<file path="src/rtl/wlo_err_acc.sv">
// Error-statistics accumulator: sum of squared errors and max |dut - ref| over a programmed batch.
// Three-stage pipeline (diff, square/abs, accumulate) behind a small batch-control FSM.
module wlo_err_acc #(
  parameter int unsigned DATA_W = 29,
  parameter int unsigned CNT_W  = 16,
  parameter int unsigned ACC_W  = 64
) (
  input  logic              clk,
  input  logic              rst,
  input  logic              start,
  input  logic [CNT_W-1:0]  num_samples,
  input  logic              in_valid,
  output logic              in_ready,
  input  logic [DATA_W-1:0] dut_data,
  input  logic [DATA_W-1:0] ref_data,
  output logic              busy,
  output logic              done,
  output logic [ACC_W-1:0]  sse,
  output logic [DATA_W:0]   max_abs_err,
  output logic              sat
);

  localparam int unsigned DIFF_W = DATA_W + 1;
  localparam int unsigned SQ_W   = 2 * DIFF_W;
  // One guard bit above the wider of accumulator and square catches any overflow.
  localparam int unsigned SUM_W  = ((ACC_W > SQ_W) ? ACC_W : SQ_W) + 1;

  typedef enum logic [1:0] {StIdle, StRun, StDrain, StDone} state_e;

  state_e             r_state;
  logic [CNT_W-1:0]   r_num;
  logic [CNT_W-1:0]   r_cnt;
  logic               r_in_ready;
  logic               r_busy;
  logic               r_done;

  logic               r_v1;
  logic [DIFF_W-1:0]  r_diff;
  logic               r_v2;
  logic [SQ_W-1:0]    r_sq;
  logic [DIFF_W-1:0]  r_abs;
  logic [ACC_W-1:0]   r_sse;
  logic [DATA_W:0]    r_max;
  logic               r_sat;

  logic               w_accept;
  logic               w_start_acc;
  logic [CNT_W-1:0]   w_cnt_nxt;
  logic [SQ_W-1:0]    w_diff_ext;
  logic [SQ_W-1:0]    w_sq;
  logic [DIFF_W-1:0]  w_abs;
  logic [SUM_W-1:0]   w_sum;
  logic               w_ovf;

  assign w_accept    = in_valid && r_in_ready;
  assign w_start_acc = start && ((r_state == StIdle) || (r_state == StDone));
  assign w_cnt_nxt   = r_cnt + CNT_W'(1);

  // Low SQ_W bits of the sign-extended product are the exact square since |diff|^2 < 2^(SQ_W-1).
  assign w_diff_ext  = {{DIFF_W{r_diff[DIFF_W-1]}}, r_diff};
  assign w_sq        = w_diff_ext * w_diff_ext;
  assign w_abs       = r_diff[DIFF_W-1] ? (~r_diff + DIFF_W'(1)) : r_diff;
  assign w_sum       = SUM_W'(r_sse) + SUM_W'(r_sq);
  assign w_ovf       = |w_sum[SUM_W-1:ACC_W];

  always_ff @(posedge clk) begin
    if (rst) begin
      r_state    <= StIdle;
      r_num      <= '0;
      r_cnt      <= '0;
      r_in_ready <= 1'b0;
      r_busy     <= 1'b0;
      r_done     <= 1'b0;
    end else begin
      r_done <= 1'b0;
      case (r_state)
        StIdle, StDone: begin
          if (start) begin
            r_num  <= num_samples;
            r_cnt  <= '0;
            r_busy <= 1'b1;
            if (num_samples == '0) begin
              r_state    <= StDrain;
              r_in_ready <= 1'b0;
            end else begin
              r_state    <= StRun;
              r_in_ready <= 1'b1;
            end
          end
        end
        StRun: begin
          if (w_accept) begin
            r_cnt <= w_cnt_nxt;
            if (w_cnt_nxt == r_num) begin
              r_state    <= StDrain;
              r_in_ready <= 1'b0;
            end
          end
        end
        StDrain: begin
          // Stage 3 writes the accumulators directly, so only S1/S2 must be empty.
          if (!r_v1 && !r_v2) begin
            r_state <= StDone;
            r_busy  <= 1'b0;
            r_done  <= 1'b1;
          end
        end
        default: r_state <= StIdle;
      endcase
    end
  end

  always_ff @(posedge clk) begin
    if (rst) begin
      r_v1   <= 1'b0;
      r_diff <= '0;
      r_v2   <= 1'b0;
      r_sq   <= '0;
      r_abs  <= '0;
      r_sse  <= '0;
      r_max  <= '0;
      r_sat  <= 1'b0;
    end else begin
      r_v1 <= w_accept;
      if (w_accept) begin
        r_diff <= {dut_data[DATA_W-1], dut_data} - {ref_data[DATA_W-1], ref_data};
      end
      r_v2 <= r_v1;
      if (r_v1) begin
        r_sq  <= w_sq;
        r_abs <= w_abs;
      end
      if (w_start_acc) begin
        r_sse <= '0;
        r_max <= '0;
        r_sat <= 1'b0;
      end else if (r_v2) begin
        if (w_ovf) begin
          r_sse <= '1;
          r_sat <= 1'b1;
        end else begin
          r_sse <= w_sum[ACC_W-1:0];
        end
        if (r_abs > r_max) begin
          r_max <= r_abs;
        end
      end
    end
  end

  assign in_ready    = r_in_ready;
  assign busy        = r_busy;
  assign done        = r_done;
  assign sse         = r_sse;
  assign max_abs_err = r_max;
  assign sat         = r_sat;

endmodule
</file>
<file path="config.mk">
export PLATFORM = sky130hd
export DESIGN_NAME = wlo_err_acc
export DESIGN_NICKNAME = d
export VERILOG_FILES = /design/src/rtl/wlo_err_acc.sv
export SDC_FILE = /design/constraint.sdc
export NUM_CORES = 2
export LEC_CHECK = 0
export ABC_AREA = 0
export BUFFER_PORTS_ARGS = -buffer_cell sky130_fd_sc_hd__buf_2
export CAP_MARGIN = 40
export CORE_MARGIN = 2
export CORE_UTILIZATION = 50
export DETAILED_ROUTE_END_ITERATION = 10
export PLACE_DENSITY = 0.69
export SKIP_CTS_REPAIR_TIMING = 1
export SYNTH_ARGS = -nofsm -noshare
export SYNTH_HDL_FRONTEND = slang
export SYNTH_SLANG_ARGS = --single-unit
export TNS_END_PERCENT = 10
</file>
<file path="constraint.sdc">
create_clock -name clk -period 14.5 [get_ports clk]
set_clock_uncertainty 0.1 [all_clocks]
set_input_delay 1.45 -clock clk [delete_from_list [all_inputs] [get_ports clk]]
set_output_delay 1.45 -clock clk [all_outputs]
set_load 0.01 [all_outputs]
</file>
Word-level counts from Yosys, hierarchy flattened
Cells that the tools add are included.
Operators by class
  bitwise operators: 2
  $mul: 1
  mux-type cells: 20
  add/sub/neg operators: 4
  reduce and logical (&&, ||, !) cells: 20
  eq/ne operators: 8
  order comparisons: 1
Operators by type and width (count)
  $add A64 B60 Y65: 1
  $mux W64: 1
  $mul A30 B30 Y60: 1
  $mux W16: 2
  $pmux W16 S2: 1
  $add A30 B1 Y30 const B: 1
  $gt A30 B30 Y1: 1
  $mux W30: 1
  $not A30 Y30: 1
  $sub A29 B29 Y30: 1
  $add A16 B1 Y16 const B: 1
  $eq A16 B16 Y1: 1
  $logic_not A16 Y1: 1
  $mux W2: 5
  $ne A2 B2 Y1 const B: 4
  $reduce_and A4 Y1: 2
  $mux W1: 7
  $pmux W2 S3: 1
  $reduce_and A2 Y1: 3
  $reduce_and A3 Y1: 2
  $reduce_or A2 Y1: 3
  $eq A2 B2 Y1 const B: 2
  $pmux W1 S2: 2
  $reduce_bool A2 Y1: 2
  other kinds (6): 9
Storage, ports and cells
  output and inout bits: 98
  word-level logic and storage cells: 70
  register bits after elaboration: 254

Logic depth before layout (Yosys ltp)
  word-level depth: 5
  depth in mapped cells: 33

Worst setup path before layout
Ideal clock, no wire load.
  path kind: reg2reg
  from: reg r_diff[29]
  to: reg r_sq[56]
  slack: 5.961 ns
  stages on the path, launching flop included: 29
  required time: 14.294 ns
  arrival: 8.333 ns
  setup time: 0.106 ns
  period minus slack after synthesis: 8.539 ns
  path buffers: 2
  cells stage by stage: dfxtp_1 -> inv_1 -> clkbuf_1 -> buf_1 -> nor2_1 -> fa_1 -> inv_1 -> fa_1 -> inv_1 -> fa_1 -> fa_1 -> inv_1 -> fa_1 -> inv_1 -> fa_1 -> inv_1 -> fa_1 -> inv_1 -> fa_1 -> ha_1 -> a21o_1 -> a21o_1 -> a21oi_1 -> o2111ai_1 -> a41o_1 -> a41o_1 -> a31o_2 -> a2111o_1 -> o311ai_0
On the way
  longest elaborated chain between the ends: 1
RTL lines
  start: declaration: line 38  | logic [DIFF_W-1:0] r_diff;
  start signal: assignment: line 126  | r_diff <= {dut_data[DATA_W-1], dut_data} - {ref_data[DATA_W-1], ref_data};
  $mul A30 B30 Y60: line 61  | assign w_sq = w_diff_ext * w_diff_ext;
  end signal: assignment: line 130  | r_sq <= w_sq;
  end: declaration: line 40  | logic [SQ_W-1:0] r_sq;
Every way passes these cells.
A chain may end at the register's enable or synchronous reset.

Final worst setup path
Ends and elaborated chain as after synthesis.

==> impl_metrics.yaml <==
outcome:
  outcome: "finished, violations left"
  violations: "DRC"
worst_setup_path:
  endpoint_kind: "flop"
  critPathRequiredTime_ns: 14.87
  worstSetupPathType: "reg -> reg"
  path_max_fanout: 55
  cp.arrival_ns: 10.03
  startpoint_type: "flop"
floorplanning:
  initial_core_util_pct: 50.5
  coreArea_sq_um: 88500
  die_w_um: 303
  die_h_um: 303
  fp.dieArea_sq_um: 91700
  ioPinCount: 176
  row_count: 109
layout:
  area_growth_pct: 6.90
  layout.nets: 6391
  drive_above_1_share_pct: 6.36
placement:
  hpwl_um: 97500
  portBuffers: 175
  place_ws_ns: 4.88
  place_congestion: 0.987
synth:
  synth_compound_area_share_pct: 10.9
  synth_mux_area_share_pct: 1.37
  synth-xor-area-share_pct: 4.12
  ys_ff_latch: 252
  synth_nets: 6345
  synth_edf_count: 0
  avgSynthCellArea_sq_um: 8.82
  synthSimpleGateAreaFrac_pct: 12.2
  synth_cell_type_count: 74
  synth_cells: 5061
  ys_warn_count: 0
  synth_top_flop_cell: "dfxtp_1"
  synth_top_family_by_area: "adder cells"
  yosysSeqAreaShare_pct: 11.3
  synthAdderAreaFrac_pct: 48.6
  syn_area_sq_um: 44700
  async_reset_ff_share_pct: 0
clock_network:
  clockBufferDepth: 3
  numClockSinks: 252
  root_buffer: "clkbuf_16"
  path_clk_slew_ns: 0.07
  cts_tree: "built"
  clk_latency_ns: 0.60
  cts_buffers: 28
  htree_levels: 1
timing:
  clock.fmax_mhz: 103
  rsz0062_at_grt: "no"
  period_needed_ns: 9.66
  slew-limit-headroom_pct: 34.9
  hold_viol_final: 0
  layout_setup_ws_ns: 4.84
  max_slew.worst_pin.slew_ns: 0.968
  fin_crit_sh_pct: 66.6
  setup_tns_ns: 0
  whs_ns: 0.354
  setup_violations: 0
  report.final.slew_viol_count: 0
grt:
  grt_usage_pct: 27.5
  grt_max_degree: 87
  overflow: 0
  grt_pass1_vias: 35912
  grt_pass1_wl_um: 196000
  antenna_found_initial: 2
drt:
  drtPass1Iterations: 11
  routed_wl_um: 122000
  avgRoutedWirePerCell_um: 19.4
  drt_iter0_drc: 2195
  via_count: 34550
  drc_errors: 16
  ant_nets: 0
  viasPerCell: 5.49
power_and_ir_drop:
  leakagePower_nw: 25.5
  max-vdd-ir-drop_mv: 0.0958
  p_total_mw: 3.25
  p_per_area_nw_per_um2: 68.2
job:
  drv_cap: 0
min_path:
  hold_path.class: "reg -> reg"
[worst paths after layout]
kind	cells after the start	startpoint	slack (ns)	endpoint
worst min-delay path	2	r_diff[23]	0.35	r_diff[23]
worst max register to register	27	r_diff[29]	4.84	r_sq[56]
worst max-delay path	27	r_diff[29]	4.84	r_sq[56]
worst min register to register	2	r_diff[23]	0.35	r_diff[23]
[flip-flops by register name, summed over array words and instances, names as in the netlist]
register	count
busy	1
r_diff	30
r_num	16
sat	1
r_state	2
r_abs	29
in_ready	1
done	1
max_abs_err	30
r_v2	1
r_v1	1
r_cnt	16
r_sq	59
sse	64
[metal layers]
metal	wire (um)	track usage [%]	vias up
li1	-	-	15808
met1	50100	35.9	17474
met2	59600	47.1	1055
met3	8200	4.41	213
met4	4480	8.25	0
met5	0	0	-
[layout by cell type, fill, tap and decap left out, drive strengths merged, types with 16 or more instances in the layout]
cell and instances:
nor4 16, nand4 35, o21bai 21, ha 323
a21oi 256, a21o 104, inv 1136, nor2 279
nand2 470, buf 238, nand3 82, a211oi 40
dfxtp 252, a31oi 58, xnor2 137, o21ai 184
nor2b 28, mux2i 61, nand2b 18, clkbuf 33
nor3 32, and3 26, and2 149, fa 883
xor2 73
[stage by stage]
stage | util, % | cell area, sq um | cells
2_1_floorplan | - | 44700 | 5061
3_3_place_gp | 52.6 | 46600 | 6231
3_5_place_dp | 52.8 | 46700 | 6242
4_1_cts | 53.9 | 47700 | 6294
5_1_grt | 53.9 | 47700 | 6294
6_report | 53.9 | 47700 | 6295
[where the power goes]
part           switching, mW  internal [mW]  leakage [nW]
Sequential            0.0574          0.742          2.04
Combinational           1.06          0.580          22.9
Clock                  0.345          0.468         0.495
[layout make-up]
cell class | count | area (sq um)
timing repair buffer | 239 | 1440
tap | 1165 | 1460
antenna | 1 | 2.50
multi-input combinational | 3449 | 34500
clock buffer | 33 | 761
inverter | 1137 | 4270
clock inverter | 19 | 251
sequential | 252 | 5050
fill | 8130 | 40800
[worst max-delay path, cell delays in order (launching register included)]
cell and delay, ns:
dfxtp_2 0.32, buf_4 0.58, inv_1 0.36, nor2_1 0.41, fa_1 0.47, inv_1 0.25
fa_1 0.47, inv_1 0.23, fa_1 0.50, fa_1 0.88, inv_1 0.39, fa_1 0.58
inv_1 0.06, fa_1 0.53, inv_1 0.05, fa_1 0.47, inv_1 0.05, fa_1 0.45
ha_1 0.37, a21o_1 0.21, a21o_1 0.17, a21oi_1 0.17, o2111ai_1 0.13, a41o_1 0.29
a41o_1 0.28, a31o_2 0.27, a2111o_1 0.40, o311ai_0 0.09
[cells in the mapped netlist (all sizes together), types with 7 or more instances]
| library cell | number | area, sq um |
|---|---|---|
| a22oi | 10 | 75.1 |
| and4 | 8 | 70.1 |
| o21a | 14 | 105 |
| fa | 883 | 17700 |
| nand4 | 35 | 219 |
| a31oi | 58 | 363 |
| nor3 | 32 | 160 |
| nand2 | 470 | 1760 |
| xor2 | 73 | 639 |
| dfxtp | 252 | 5040 |
| a21boi | 7 | 52.6 |
| a31o | 8 | 70.1 |
| ha | 323 | 4040 |
| or2 | 10 | 62.6 |
| or3 | 14 | 97.6 |
| a21oi | 256 | 1280 |
| buf | 32 | 136 |
| and2 | 149 | 932 |
| nor2 | 279 | 1050 |
| o31ai | 13 | 97.6 |
| a211oi | 40 | 305 |
| and3 | 26 | 163 |
| inv | 1133 | 4260 |
| nand2b | 18 | 113 |
| mux2i | 61 | 611 |
| o211ai | 11 | 82.6 |
| nor2b | 28 | 175 |
| nor4 | 16 | 100 |
| a21o | 104 | 781 |
| nand3 | 82 | 410 |
| o21ai | 184 | 921 |
| clkbuf | 191 | 717 |
| or4 | 8 | 63.8 |
| o21bai | 21 | 158 |
| xnor2 | 137 | 1200 |
[kinds of logic (layout without fill, tap and decap cells)]
kind of cell / count (synthesis) / count (layout)
buf+inv: 1360 / 1428
fa+ha+maj: 1206 / 1206
simple gates: 1185 / 1185
compound gates: 787 / 787
flops: 252 / 252
xor+xnor: 210 / 210
mux: 61 / 61
other cells: 0 / 1
Note: power is estimated with default switching activity, not from simulation.
